## config.mk

```make
export PLATFORM = sky130hd
export DESIGN_NAME = ecg_sample_uart_tx
export DESIGN_NICKNAME = d
export VERILOG_FILES = /design/src/rtl/ecg_sample_uart_tx.sv
export SDC_FILE = /design/constraint.sdc
export NUM_CORES = 1
export LEC_CHECK = 0
export BUFFER_PORTS_ARGS = -buffer_cell sky130_fd_sc_hd__buf_2
export CAP_MARGIN = 25
export CORE_ASPECT_RATIO = 0.7
export CORE_MARGIN = 2
export CORE_UTILIZATION = 30
export CTS_BUF_LIST = sky130_fd_sc_hd__clkbuf_8
export DETAILED_ROUTE_END_ITERATION = 7
export PLACE_DENSITY = 0.57
export REMOVE_ABC_BUFFERS = 1
export SLEW_MARGIN = 5
export SYNTH_ARGS = -nofsm -noshare
export SYNTH_HDL_FRONTEND = slang
export SYNTH_SLANG_ARGS = --single-unit
export TNS_END_PERCENT = 1
```

## constraint.sdc

```tcl
create_clock -name clk -period 5.07 [get_ports clk]
set_clock_uncertainty 0.15 [all_clocks]
set_input_delay 0.507 -clock clk [delete_from_list [all_inputs] [get_ports clk]]
set_output_delay 0.507 -clock clk [all_outputs]
set_load 0.01 [all_outputs]
```

## src/rtl/ecg_sample_uart_tx.sv

```systemverilog
// ecg_sample_uart_tx
//   Captures each 12-bit ECG sample on the rising edge of the ADC data-valid
//   level, buffers it in a small FIFO and sends it to the host as a 3-byte
//   8N1 UART frame: A5, {4'h0, sample[11:8]}, sample[7:0], LSB first.
// Ports
//   clk, rst_n  system clock, asynchronous active-low reset
//   data [11:0] ADC sample, valid while dv is high
//   dv          data-valid level from the ADC master
//   tx          UART serial output, registered, idles high
//   busy        TX FSM not in IDLE
//   fifo_level  samples currently buffered
//   overflow    sticky, a sample was dropped because the FIFO was full
module ecg_sample_uart_tx #(
  parameter int unsigned FCLK       = 100_000_000,
  parameter int unsigned BAUD       = 115200,
  parameter int unsigned FIFO_DEPTH = 8
) (
  input  logic                          clk,
  input  logic                          rst_n,
  input  logic [11:0]                   data,
  input  logic                          dv,
  output logic                          tx,
  output logic                          busy,
  output logic [$clog2(FIFO_DEPTH):0]   fifo_level,
  output logic                          overflow
);
  localparam int unsigned CLKS_PER_BIT = FCLK / BAUD;
  localparam int AW = $clog2(FIFO_DEPTH);
  localparam int LW = AW + 1;
  localparam int CW = (CLKS_PER_BIT > 1) ? $clog2(CLKS_PER_BIT) : 1;
  localparam logic [CW-1:0] BAUD_LAST = CW'(CLKS_PER_BIT - 1);

  typedef enum logic [1:0] {IDLE, START, DATA, STOP} state_t;

  state_t        state_q, state_d;
  logic [CW-1:0] baud_q, baud_d;
  logic [2:0]    bit_q, bit_d;
  logic [1:0]    byte_q, byte_d;
  logic [23:0]   frame_q;
  logic [7:0]    cur_byte;
  logic          tx_q, tx_d;
  logic          dv_d;
  logic          overflow_q;
  logic [11:0]   mem [FIFO_DEPTH];
  logic [AW:0]   wr_ptr, rd_ptr;
  logic          full, pop, push_req, push, baud_wrap;

  // Pointers carry one extra wrap bit so level = writes - reads covers 0..DEPTH.
  assign fifo_level = wr_ptr - rd_ptr;
  assign full       = (fifo_level == LW'(FIFO_DEPTH));
  assign pop        = (state_q == IDLE) && (fifo_level != '0);
  assign push_req   = dv && !dv_d;
  // A full FIFO still accepts a push when a pop frees a slot on the same edge.
  assign push       = push_req && (!full || pop);
  assign baud_wrap  = (baud_q == BAUD_LAST);

  assign tx       = tx_q;
  assign busy     = (state_q != IDLE);
  assign overflow = overflow_q;

  always_ff @(posedge clk) begin
    if (push) mem[wr_ptr[AW-1:0]] <= data;
  end

  // dv_d resets high so a dv already asserted at reset release is not a push.
  always_ff @(posedge clk or negedge rst_n) begin
    if (!rst_n) begin
      dv_d       <= 1'b1;
      wr_ptr     <= '0;
      rd_ptr     <= '0;
      overflow_q <= 1'b0;
      frame_q    <= '0;
    end else begin
      dv_d <= dv;
      if (push) wr_ptr <= wr_ptr + LW'(1);
      if (pop) begin
        rd_ptr  <= rd_ptr + LW'(1);
        frame_q <= {8'hA5, 4'h0, mem[rd_ptr[AW-1:0]]};
      end
      if (push_req && full && !pop) overflow_q <= 1'b1;
    end
  end

  // FSM state register
  always_ff @(posedge clk or negedge rst_n) begin
    if (!rst_n) begin
      state_q <= IDLE;
      baud_q  <= '0;
      bit_q   <= '0;
      byte_q  <= '0;
      tx_q    <= 1'b1;
    end else begin
      state_q <= state_d;
      baud_q  <= baud_d;
      bit_q   <= bit_d;
      byte_q  <= byte_d;
      tx_q    <= tx_d;
    end
  end

  // FSM next state
  always_comb begin
    state_d = state_q;
    baud_d  = baud_q;
    bit_d   = bit_q;
    byte_d  = byte_q;
    case (state_q)
      IDLE: if (pop) begin
        state_d = START;
        baud_d  = '0;
        byte_d  = '0;
      end
      START: if (baud_wrap) begin
        state_d = DATA;
        baud_d  = '0;
        bit_d   = '0;
      end else baud_d = baud_q + CW'(1);
      DATA: if (baud_wrap) begin
        baud_d = '0;
        if (bit_q == 3'd7) state_d = STOP;
        else               bit_d   = bit_q + 3'd1;
      end else baud_d = baud_q + CW'(1);
      STOP: if (baud_wrap) begin
        baud_d = '0;
        if (byte_q != 2'd2) begin
          byte_d  = byte_q + 2'd1;
          state_d = START;
        end else state_d = IDLE;
      end else baud_d = baud_q + CW'(1);
      default: state_d = IDLE;
    endcase
  end

  // FSM output: tx is computed from the next state so the register holds the
  // line level for the coming bit; it only moves on a baud wrap or state entry.
  always_comb begin
    case (byte_q)
      2'd0:    cur_byte = frame_q[23:16];
      2'd1:    cur_byte = frame_q[15:8];
      default: cur_byte = frame_q[7:0];
    endcase
    case (state_d)
      START:   tx_d = 1'b0;
      DATA:    tx_d = cur_byte[bit_d];
      default: tx_d = 1'b1;
    endcase
  end

endmodule

```

Word level (Yosys, flattened, before mapping)
Memory sizes are Yosys's and may differ from the RTL's. A register that Yosys moved wholly into a read port is not among the register bits.
Cells that the tools add are included.
Widths: inputs -> output; s select.
{"block": "totals", "output_inout_bits": 7, "regBits": 41, "mem_count": 1, "elab_cells": 72, "ramBits": 96, "inputBits": 15}
{"block": "op_classes", "mux": 24, "order_cmp": 1, "eq_ne": 13, "n_addsub": 6, "reduce_logical": 17}
{"memory": "mem", "words": 8, "width": 12, "rd": 1, "rd_clocked_by_memory_dff": 1, "write_ports": 1, "line": "44", "source": "logic [11:0] mem [FIFO_DEPTH];"}
{"cell": "$mux 10", "count": 2}
{"cell": "$pmux 10 s2", "count": 1}
{"cell": "$mux 2", "count": 8}
{"cell": "$pmux 8 s2", "count": 1}
{"cell": "$add 10x1->10 const B", "count": 1}
{"cell": "$eq 10x10->1 const B", "count": 1}
{"cell": "$mux 3", "count": 3}
{"cell": "$add 4x1->4 const B", "count": 2}
{"cell": "$ne 2x2->1 const B", "count": 4}
{"cell": "$pmux 2 s4", "count": 1}
{"cell": "$eq 2x1->1 const B", "count": 3}
{"cell": "$eq 2x2->1 const B", "count": 3}
{"cell": "$pmux 3 s2", "count": 1}
{"cell": "$logic_and 1x1->1", "count": 5}
{"cell": "$eq 4x4->1 const B", "count": 1}
{"cell": "$logic_not 1->1", "count": 4}
{"cell": "$logic_not 2->1", "count": 2}
{"cell": "$lt 3x4->1 const B", "count": 1}
{"cell": "$mux 1", "count": 4}
{"cell": "$pmux 2 s2", "count": 1}
{"cell": "$reduce_and 4->1", "count": 1}
{"cell": "$reduce_bool 2->1", "count": 2}
{"cell": "$reduce_bool 4->1", "count": 1}
{"cell": "$sub 4x4->4", "count": 1}
{"cell": "other kinds (7)", "count": 7}

Depth between registers and ports, before layout
Gate-level depths: netlist (run 1).
{"block": "logic_depth", "depth_word": 7, "mapped_depth": 13, "depth_no_buf": 11}

Worst setup path before layout (run 1)
OpenSTA, ideal clock, no wires.
{"block": "synth_timing", "path_type": "register to register", "from": "register rd_ptr[1]", "to": "memory mem[2][0], enable pin", "t_required_ns": 4.521, "path_stages_with_launch": 11, "slack_ns": 1.131, "arrival_time_ns": 3.390, "setup_ns": 0.399, "synth_period_minus_slack_ns": 3.939, "path_buffers": 2, "cell_sequence": "dfrtp_1 -> clkbuf_1 -> clkbuf_1 -> inv_1 -> fa_1 -> xor2_1 -> or3_1 -> nor2_1 -> a21boi_2 -> nand2b_1 -> nor3b_1"}
{"block": "synth_between", "elab_chain_len": 7, "elab_cells_between_ends": 9, "cone_classes": "add/sub: 1; eq/ne: 1; mux: 2; reduce/logical: 5"}
{"element": "start, declared", "line": "45", "source": "logic [AW:0] wr_ptr, rd_ptr;"}
{"element": "start signal, assigned", "line": "77", "source": "rd_ptr <= rd_ptr + LW'(1);"}
{"element": "$sub 4x4->4 (*)", "line": "49", "source": "assign fifo_level = wr_ptr - rd_ptr;"}
{"element": "via fifo_level[2]", "line": "24", "source": "output logic [$clog2(FIFO_DEPTH):0] fifo_level,"}
{"element": "$eq 4x4->1 / $reduce_bool 4->1 (equally long branches)", "line": "50, 51"}
{"element": "$logic_not 1->1 / $logic_and 1x1->1 (equally long branches)", "line": "54, 51"}
{"element": "$logic_or 1x1->1 (*)", "line": "54", "source": "assign push = push_req && (!full || pop);"}
{"element": "$logic_and 1x1->1 (*)", "line": "54"}
{"element": "$mux 1 (*)", "line": "62", "source": "if (push) mem[wr_ptr[AW-1:0]] <= data;"}
{"element": "$mux 1 (implied by the code) (*)", "line": "62"}
{"element": "end, declared", "line": "44"}
Mark *: on every way through the listed nets, which the timed path passes. The rest lies on a longest branch.

Final worst setup path (run 1)
{"block": "layout_timing", "from": "register rd_ptr[2]", "to": "memory mem[7][5], enable pin"}
{"block": "layout_between", "elab_chain_len": 7, "elab_cells_between_ends": 9, "cone_classes": "add/sub: 1; eq/ne: 1; mux: 2; reduce/logical: 5"}
{"element": "$sub 4x4->4 (*)", "line": "49"}
{"element": "$eq 4x4->1 / $reduce_bool 4->1 (equally long branches)", "line": "50, 51"}
{"element": "$logic_not 1->1 / $logic_and 1x1->1 (equally long branches)", "line": "54, 51"}
{"element": "$logic_or 1x1->1 (*)", "line": "54"}
{"element": "$logic_and 1x1->1 (*)", "line": "54"}
{"element": "$mux 1 (*)", "line": "62"}
{"element": "$mux 1 (implied by the code) (*)", "line": "62"}
Mark *: on every way between the ends. The rest lies on a longest branch, timed or not.

==> key figures, run 1 <==
Power and ir drop
  • Peak VDD IR: 0.000216 V
  • Lkg Pwr: 2.52 nW
  • Power Dens Cells: 520 nW/um2

Worst setup path
  • R2R setup slack: 1190 ps
  • R2R cell count: 9
  • Type of origin of the critical path: flip-flop
  • Reg-to-reg critical path startpoint: rd_ptr[2]$_DFFE_PN0P_
  • Critical Path RT: 5060 ps
  • CP startpoint: rd_ptr[2]$_DFFE_PN0P_
  • Critical path's most frequent cell: a21oi_1
  • Slowest-stage cell, CP: nor2_1
  • Critical Path Sink: mem[7][5]$_DFFE_PP_
  • Worst-path cell chain: clkinv_1 > ha_1 > a21oi_1 > a21oi_1 > or2_1 > a21boi_2 > nand2_1 > nor2_1 > buf_4
  • Reg-to-Reg End: mem[7][5]$_DFFE_PP_
  • Crit-path max FO: 13
  • Crit end category: flip-flop
  • Max stage delay on crit path: 580 ps
  • Worst Path Arrival: 3870 ps
  • Crit Path Category: reg -> reg

STA
  • Fin Setup TNS: 0 ps
  • RSZ-0062 raised after global routing: false
  • Slew Viols, Final: 0
  • Max_slew headroom: 35.3%
  • Period utilization: 76.6%
  • Tmin final: 3880 ps
  • Fmax: 258 MHz
  • Worst slew pin tran: 970 ps
  • Final setup violation count: 0
  • Final hold violations: 0

Logic synthesis
  • Syn Inst Count: 372
  • Yosys warning count: 0
  • Post-Syn Area: 5900 um2
  • Commonest cells post-synth: 96 x edfxtp_1, 39 x dfrtp_1, 32 x nand2_1
  • Synth Register Bits: 137
  • Post-synthesis sequential area ratio: 66.3%
  • Count leader, synth: edfxtp_1
  • Synth area leaders: edfxtp_1 49%, dfrtp_1 17%, mux4_2 9.2%
  • Dominant cell type by area after synthesis: edfxtp_1
  • Syn Area/Cell: 15.9 um2
  • Count of different cell masters after synthesis: 53
  • Post-synth EDFFs: 96
  • Main synth FF type: edfxtp_1
  • Area fraction of the dominant cell type after synthesis: 48.9%
  • Fraction of registers with async set/reset: 29.9%

Drt
  • DRC errors left: 0
  • Vias per Instance: 4.63
  • Routed WL per cell: 16.9 um
  • Final WL: 11.6 mm
  • Iteration-0 DRC Markers: 252
  • Detailed-route via count: 3184
  • Drt pass-1 iters: 5
  • Routed Antenna Nets: 0

Layout
  • N_diodes: 0
  • Syn-to-layout area delta: 15.8%
  • Nets: 442
  • Fraction of layout cells with a size suffix above 1: 25.0%
  • # fillers: 1766
  • Multi-input logic area: 1910 um2
  • Storage cell area: 3910 um2
  • Design Area, Final: 6840 um2
  • Final non-filler cell total: 688

CTS
  • Gates resized, CTS repair: 0
  • Clk slew on worst S/H paths: 80 ps
  • H-tree depth: 4
  • Cts hold-fix bufs: 0
  • Clock root buffer: clkbuf_8
  • Clk Latency, worst-skew pair: 440 ps
  • CTS buffer count: 17
  • TritonCTS Sinks: 137
  • Clock Path Buffers: 2
  • Post-CTS Setup Inserts: 0
  • CTS tree: built

Placed design
  • Placed cells: 648
  • Port bufs: 21
  • Placed cell area: 6340 um2
  • Gp weighted congestion: 0.748
  • HPWL Detailed: 8.10 mm

Die
  • Starting Density: 30.9%
  • Row count: 42
  • Core Box Area: 19100 um2
  • Chip width: 172 um
  • Die Y: 121 um
  • Ports: 22
  • Die ar.: 20800 um2

Global routing
  • Largest net degree at the start of global routing: 42
  • Initial antenna violation count: 0
  • Vias in the first global route: 3231
  • All-Layer GR Usage: 12.2%
  • Grt ovf: 0
  • First-pass GRT wire length: 18.5 mm

Flow run
  • Max_cap viols: 0

Run status
  • Outcome: finished clean

Min path
  • Worst Hold Class: in -> reg
## where the power goes
group	switching [mW]	internal (mW)
clock network	0.408	0.478
registers	0.118	1.38
logic	0.669	0.503
## routing by layer
metal	wire (um)	up-vias	track usage (%)
li1	-	1490	-
met2	5220	68	17.5
met3	570	10	3.52
met4	153	0	4.45
met5	0	-	0
met1	5700	1616	17.5
## worst min path at each step
stage          slack (ps)  cells past startpoint                      end                    start
3_5_place_dp          300                      1  frame_q[16]$_DFFE_PN0P_  frame_q[16]$_DFFE_PN0P_
2_1_floorplan          60                      0    baud_q[0]$_DFFE_PN0P_                    rst_n
5_1_grt               180                      1      mem[1][4]$_DFFE_PP_                  data[4]
3_3_place_gp          300                      1  frame_q[16]$_DFFE_PN0P_  frame_q[16]$_DFFE_PN0P_
6_report              190                      1      mem[6][4]$_DFFE_PP_                  data[4]
4_1_cts                 3                      1           dv_d$_DFF_PN1_                       dv
## sequential cells by signal, indices dropped and copies added (netlist names)
register and count:
wr_ptr 4, rd_ptr 4, dv_d 1, tx 1, bit_q 3, mem 96
state_q 2, frame_q 13, overflow 1, byte_q 2, baud_q 10
## cell families (layout without fill, tap and decap cells)
family          count (synthesis)  in the layout  share of synthesized area, %
buf+inv                        26             78                          1.82
flops                         137            137                          66.3
compound gates                 39             39                          5.22
simple gates                   95             95                          8.29
xor+xnor                       16             16                          2.37
fa+ha+maj                      16             16                          3.52
mux                            43             43                          12.5
## critical path, delay by kind of cell (launching register included)
family	cells	cell delay, ps
buf+inv	2	790
compound gates	3	610
fa+ha+maj	1	550
flops	1	400
simple gates	3	1090
## layout by cell type, fill, tap and decap left out, types with 5 or more instances in the layout
| cell | Yosys | layout |
|---|---|---|
| edfxtp_1 | 96 | 96 |
| dfrtp_1 | 39 | 38 |
| nand2_1 | 32 | 32 |
| mux4_2 | 24 | 24 |
| buf_2 | 8 | 21 |
| nor2_1 | 19 | 19 |
| mux2i_1 | 17 | 17 |
| clkbuf_8 | 0 | 17 |
| ha_1 | 15 | 15 |
| inv_1 | 11 | 14 |
| o21ai_0 | 14 | 14 |
| xor2_1 | 9 | 9 |
| xnor2_1 | 7 | 7 |
| and3_1 | 6 | 6 |
| nand3_1 | 6 | 6 |
| a21oi_1 | 5 | 5 |
| buf_6 | 0 | 5 |
| buf_4 | 0 | 5 |
## metrics by stage
step	power, mW	hold slack, ps	setup slack [ps]	util (%)
floorplan	2.32	61.4	686	-
global placement	2.66	297	1220	33.2
detailed placement	2.70	297	1080	33.2
CTS	3.59	2.94	1060	35.3
global route	3.77	182	848	35.8
finish	3.56	190	1190	35.8
## final cells by class
cell class / count / share of cell area [%]
well taps: 264 / 4.83
flip-flops and latches: 137 / 57.2
repair buffers: 34 / 3.50
clock inverters: 15 / 2.38
inverters: 12 / 0.659
clock buffers: 17 / 3.42
multi-input cells: 209 / 28.0
(Power assumes the default switching activity.)
==> run 2, diff against run 1 <==
- ABC_AREA: default -> 1
- clock period: 5.07 -> 3.7 ns (I/O delays scaled with it)
==> run 2 against run 1 <==
Clock power rose by 39%. Critical path type unchanged. Non-clock buffer count rose by 3. Register-to-register slack got worse by 310 ps. Die area rose by 2.9%. First-iteration DRC count rose by 87%. Sequential share of layout area fell by 0.94 points. Sequential power rose by 21%. Critical path depth rose by 3. Final area rose by 1.6%. Combinational power fell by 62%.
==> key figures, run 2 <==
Run status
  • Outcome: finished clean

Power and ir drop
  • Switching portion of total power: 26.4%
  • P_sw: 0.917 mW
  • Pint: 2.56 mW
  • Post-layout power: 3.48 mW
  • Lkg Pwr: 2.59 nW
  • Comb pwr share: 12.7%
  • Sequential Power Share: 52.0%
  • Clock power frac: 35.4%
  • Power Dens Cells: 501 nW/um2
  • Peak VDD IR: 0.000205 V

Logic synthesis
  • Post-Syn Area: 6080 um2
  • Synth area leaders: edfxtp_1 47%, dfrtp_1 16%, nor2_1 5.0%
  • Area fraction of the dominant cell type after synthesis: 47.4%
  • Yosys warning count: 0
  • Count of different cell masters after synthesis: 41
  • Synth Register Bits: 137
  • Main synth FF type: edfxtp_1
  • Post-synthesis sequential area ratio: 64.4%
  • Dominant cell type by area after synthesis: edfxtp_1
  • Syn Inst Count: 546
  • Commonest cells post-synth: 96 x edfxtp_1, 81 x nor2_1, 75 x nand2_1
  • Syn Area/Cell: 11.1 um2
  • Fraction of registers with async set/reset: 29.9%
  • Count leader, synth: edfxtp_1
  • Post-synth EDFFs: 96

CTS
  • H-tree depth: 4
  • Clk slew on worst S/H paths: 80 ps
  • Clock root buffer: clkbuf_8
  • TritonCTS Sinks: 137
  • Clk Latency, worst-skew pair: 460 ps
  • CTS tree: built
  • CTS buffer count: 17
  • Clock Path Buffers: 2
  • Cts hold-fix bufs: 2
  • Post-CTS Setup Inserts: 0
  • Gates resized, CTS repair: 0

Global routing
  • First-pass GRT wire length: 21.8 mm
  • Vias in the first global route: 4051
  • All-Layer GR Usage: 13.2%
  • Grt ovf: 0
  • Initial antenna violation count: 0
  • Largest net degree at the start of global routing: 52

Drt
  • Routed WL per cell: 15.3 um
  • Iteration-0 DRC Markers: 471
  • Final WL: 13.2 mm
  • Routed Antenna Nets: 0
  • DRC errors left: 0
  • Vias per Instance: 4.69
  • Detailed-route via count: 4050
  • Drt pass-1 iters: 5

Flow run
  • Max_cap viols: 0

Layout
  • Final non-filler cell total: 864
  • Syn-to-layout area delta: 14.3%
  • Highest-count cells in the layout ignoring fill and taps: 96 x edfxtp_1, 81 x nor2_1, 75 x nand2_1
  • Max reg flops: 96
  • Final core occ: 35.0%
  • # fillers: 1968
  • Multi-input logic area: 1890 um2
  • Commonest non-fill, non-tap cell in the layout: edfxtp_1
  • Storage cell area: 3910 um2
  • Fraction of layout cells with a size suffix above 1: 16.2%
  • Nets: 613
  • N_diodes: 0

Worst setup path
  • Max stage delay on crit path: 420 ps
  • Worst Path Arrival: 2830 ps
  • Critical Path RT: 3710 ps
  • Crit end category: flip-flop
  • Family with the most delay on the worst path: simple AND/OR/NAND/NOR gates
  • Crit-path max FO: 9
  • Slowest-stage cell, CP: dfrtp_1
  • Type of origin of the critical path: flip-flop
  • Worst-path cell chain: inv_1 > ha_1 > inv_1 > fa_1 > xor2_1 > nor3_2 > nand3_2 > nand2_2 > inv_2 > nand2_2 > nor2_1 > buf_4
  • Crit Path Category: reg -> reg
  • CP bufs+invs: 4

Die
  • Die Y: 123 um
  • Row count: 43
  • Chip width: 174 um
  • Ports: 22
  • Core Box Area: 19900 um2
  • Die ar.: 21400 um2
  • Starting Density: 30.6%

STA
  • Fin Setup TNS: 0 ps
  • Slew Viols, Final: 0
  • Final hold violations: 0
  • Period utilization: 76.4%
  • Tmin final: 2830 ps
  • Max_slew headroom: 62.6%
  • Final setup violation count: 0
  • Fmax: 354 MHz
  • Final hold slack: 41.1 ps
  • RSZ-0062 raised after global routing: false
  • Worst slew pin tran: 560 ps

Placed design
  • Gp weighted congestion: 0.807
  • HPWL Detailed: 8.97 mm
  • Port bufs: 21
  • Placed cells: 823

Min path
  • Worst Hold Class: in -> reg
==> run 2: cell count changes in the layout (fill, tap and decap cells not counted), sizes merged, moves of 4 or more <==
| cell | previous run | this run |
|---|---|---|
| o21ai | 17 | 61 |
| a31oi | 0 | 13 |
| nor2 | 19 | 85 |
| mux2i | 17 | 1 |
| inv | 14 | 45 |
| o22ai | 1 | 25 |
| nand4 | 4 | 8 |
| and3 | 7 | 0 |
| nor2b | 4 | 0 |
| nand2 | 32 | 81 |
| mux4 | 24 | 0 |
| nand3 | 6 | 17 |
==> run 2: worst register-to-register path, stage by stage, from the launching register on <==
cell and delay [ps]:
dfrtp_1 420, inv_1 90, ha_1 150, inv_1 60, fa_1 370, xor2_1 220
nor3_2 100, nand3_2 100, nand2_2 70, inv_2 100, nand2_2 100, nor2_1 320
buf_4 280
==> run 2: cell families after synthesis <==
logic type / Yosys count / synth area share [%]
AND/OR/NAND/NOR: 201 / 14.8
adder cells (fa/ha/maj): 16 / 3.42
buffers and inverters: 66 / 4.51
XOR/XNOR: 10 / 1.69
multiplexers: 1 / 0.165
AO/OA/AOI/OAI: 115 / 11.0
flip-flops: 137 / 64.4
==> run 2: cell type report <==
cell class	instances	area share, %
timing repair buffer	37	3.49
multi-input combinational	343	27.2
sequential	137	56.3
inverter	46	2.49
tap	270	4.86
clock buffer	17	3.37
clock inverter	14	2.27
==> run 2: power groups by stage <==
stage                     Combinational (mW)  Sequential, mW  Clock (mW)
final                                  0.440            1.81        1.23
after global routing                   0.495            1.82        1.33
after CTS                              0.435            1.81        1.27
after detailed placement               0.431            1.84           0
after global placement                 0.424            1.84           0
after floorplan                        0.266            1.83           0
==> run 2: path summary, 6_finish.rpt <==
| path | to | cells after the start | startpoint | slack, ps |
|---|---|---|---|---|
| min reg2reg | frame_q[16]$_DFFE_PN0P_ | 1 | frame_q[16]$_DFFE_PN0P_ | 320 |
| max reg2reg | mem[1][7]$_DFFE_PP_ | 12 | wr_ptr[0]$_DFFE_PN0P_ | 870 |
| min in group asynchronous | baud_q[4]$_DFFE_PN0P_ | 2 | rst_n | 160 |
| max | mem[1][7]$_DFFE_PP_ | 12 | wr_ptr[0]$_DFFE_PN0P_ | 870 |
| min | mem[5][7]$_DFFE_PP_ | 1 | data[7] | 40 |
| max in group asynchronous | tx$_DFF_PN1_ | 3 | rst_n | 2720 |
==> run 2: through the flow <==
step | worst slack [ps] | area [um2]
floorplan | 225 | 5970
global placement | 601 | 6460
detailed placement | 438 | 6460
CTS | 417 | 6870
global route | 664 | 6950
finish | 875 | 6950
==> run 2: per-layer routing <==
metal	up-vias	global-route usage [%]	share of wire, %
met2	82	19.7	43
met4	0	6.14	2.1
met1	1966	18.5	51
met3	21	3.11	4.0
met5	-	0	0
li1	1981	-	-
==> run 3, diff against run 2 <==
- clock period: 3.7 -> 3 ns (I/O delays scaled with it)
==> run 3 against run 2 <==
Wire length is 6.6% higher. Critical path type unchanged. Largest power group unchanged. Count of clock-buffer cells in the layout stayed put. Sequential cell count stayed put. Global-route usage is 0.73 points higher. Register-to-register slack worse by 620 ps. Worst hold slack worse by 29 ps.
==> key figures, run 3 (synthesis results as in run 2) <==
Run status
  • Outcome: finished clean

Drt
  • Vias per Instance: 4.73
  • Routed Antenna Nets: 0
  • Routed WL per cell: 16.1 um
  • Final WL: 14.1 mm
  • Detailed-route via count: 4131
  • DRC errors left: 0
  • Drt pass-1 iters: 4
  • Iteration-0 DRC Markers: 323

Layout
  • Final core occ: 35.5%
  • Nets: 622
  • # fillers: 1932
  • Fraction of layout cells with a size suffix above 1: 17.9%
  • Final non-filler cell total: 874
  • Highest-count cells in the layout ignoring fill and taps: 96 x edfxtp_1, 79 x nor2_1, 75 x nand2_1
  • Design Area, Final: 7040 um2
  • N_diodes: 0
  • Commonest non-fill, non-tap cell in the layout: edfxtp_1
  • Max reg flops: 96
  • Syn-to-layout area delta: 15.9%

Worst setup path
  • Crit-path max FO: 12
  • Crit end category: flip-flop
  • Reg-to-Reg End: mem[5][9]$_DFFE_PP_
  • Max stage delay on crit path: 540 ps
  • Critical Path RT: 2940 ps
  • Slowest-stage cell, CP: nor2_2
  • Crit Path Category: reg -> reg
  • Type of origin of the critical path: flip-flop
  • Reg-to-reg critical path startpoint: wr_ptr[0]$_DFFE_PN0P_
  • Worst Path Arrival: 2680 ps
  • R2R setup slack: 260 ps
  • R2R cell count: 11
  • Worst-path cell chain: inv_1 > ha_1 > inv_1 > fa_1 > xor2_1 > nor3_2 > nand3_2 > nand2_2 > inv_2 > nand2_2 > nor2_2

STA
  • Tmin final: 2740 ps
  • RSZ-0062 raised after global routing: false
  • Final hold violations: 0
  • Worst slew pin tran: 685 ps
  • Final setup violation count: 0
  • Slew Viols, Final: 0
  • Fmax: 365 MHz
  • Max_slew headroom: 54.3%
  • Period utilization: 91.4%
  • Fin Setup TNS: 0 ps

CTS
  • Post-CTS Setup Inserts: 0
  • Clk slew on worst S/H paths: 90 ps
  • CTS tree: built
  • Clock root buffer: clkbuf_8
  • H-tree depth: 4
  • Clk Latency, worst-skew pair: 450 ps
  • CTS buffer count: 17
  • Clock Path Buffers: 2
  • TritonCTS Sinks: 137

Global routing
  • Initial antenna violation count: 0
  • Grt ovf: 0
  • Vias in the first global route: 4021
  • First-pass GRT wire length: 22.8 mm
  • Largest net degree at the start of global routing: 52
  • All-Layer GR Usage: 14.0%

Min path
  • Hold path depth: 1
  • WHS Endpoint: mem[3][1]$_DFFE_PP_
  • Hold path startpoint: data[1]
  • Worst Hold Class: in -> reg

Die
  • Die ar.: 21400 um2
  • Starting Density: 30.6%
  • Row count: 43
  • Ports: 22
  • Die Y: 123 um
  • Core Box Area: 19900 um2
  • Chip width: 174 um

Power and ir drop
  • Pint: 3.20 mW
  • Switching portion of total power: 27.8%
  • Lkg Pwr: 2.65 nW
  • Comb pwr share: 15.0%
  • Sequential Power Share: 50.3%
  • Clock power frac: 34.7%
  • Power Dens Cells: 628 nW/um2
  • Peak VDD IR: 0.000221 V
  • Post-layout power: 4.42 mW
  • P_sw: 1.23 mW

Placed design
  • Placed cell area: 6550 um2
  • Placed cells: 834
  • Port bufs: 21
  • HPWL Detailed: 9.60 mm
  • Gp weighted congestion: 0.829

Flow run
  • Max_cap viols: 0
-- run 3: power by group through the flow --
stage | clock network [mW] | logic (mW) | registers, mW
final | 1.54 | 0.662 | 2.23
after global routing | 1.66 | 0.727 | 2.24
after CTS | 1.57 | 0.652 | 2.23
after detailed placement | 0 | 0.641 | 2.27
after global placement | 0 | 0.630 | 2.26
after floorplan | 0 | 0.329 | 2.26
-- run 3: layer usage --
| layer | global-route usage, % | vias up | part of all wire, % |
|---|---|---|---|
| met2 | 20.1 | 121 | 41 |
| li1 | - | 2001 | - |
| met1 | 20.6 | 1993 | 51 |
| met5 | 0 | - | 0 |
| met3 | 4.15 | 16 | 7.1 |
| met4 | 3.41 | 0 | 1.1 |
-- run 3: worst max path at each step --
stage | slack [ps] | cells past startpoint | to | start
3_5_place_dp | -80 | 11 | mem[0][5]$_DFFE_PP_ | wr_ptr[0]$_DFFE_PN0P_
5_1_grt | 40 | 12 | mem[1][2]$_DFFE_PP_ | wr_ptr[0]$_DFFE_PN0P_
2_1_floorplan | -480 | 10 | mem[4][0]$_DFFE_PP_ | rd_ptr[0]$_DFFE_PN0P_
4_1_cts | -110 | 11 | mem[4][11]$_DFFE_PP_ | wr_ptr[0]$_DFFE_PN0P_
6_report | 260 | 11 | mem[5][9]$_DFFE_PP_ | wr_ptr[0]$_DFFE_PN0P_
3_3_place_gp | -20 | 11 | mem[4][5]$_DFFE_PP_ | wr_ptr[0]$_DFFE_PN0P_
-- run 3: layout make-up --
cell class | count | area, um2 | area share, %
tap | 270 | 338 | 4.80
multi-input combinational | 343 | 1900 | 27.0
inverter | 46 | 173 | 2.45
timing repair buffer | 46 | 323 | 4.58
sequential | 137 | 3910 | 55.5
clock buffer | 17 | 234 | 3.32
clock inverter | 15 | 165 | 2.34
-- run 3: repair_timing --
action | 4_1_cts | 5_1_grt
gates resized for setup | 2 | 1
hold buffers | 4 | 0
hold endpoints to repair | 56 | 0
setup endpoints to repair | 60 | 12
-- run 3: stage by stage --
step / hold slack (ps) / setup WS [ps]
after floorplan: -146 / -475
after detailed placement: 271 / -84.8
after global placement: 266 / -24.8
after CTS: 0.0643 / -105
final: 12.0 / 258
after global routing: 5.10 / 42.1
-- run 3: critical path, delay by kind of cell (launching register included) --
family	cells	cell delay [ps]
and+or+nand+nor	5	880
adders and majority gates	2	520
DFF	1	380
buffers and inverters	3	220
xor gates and xnor gates	1	220
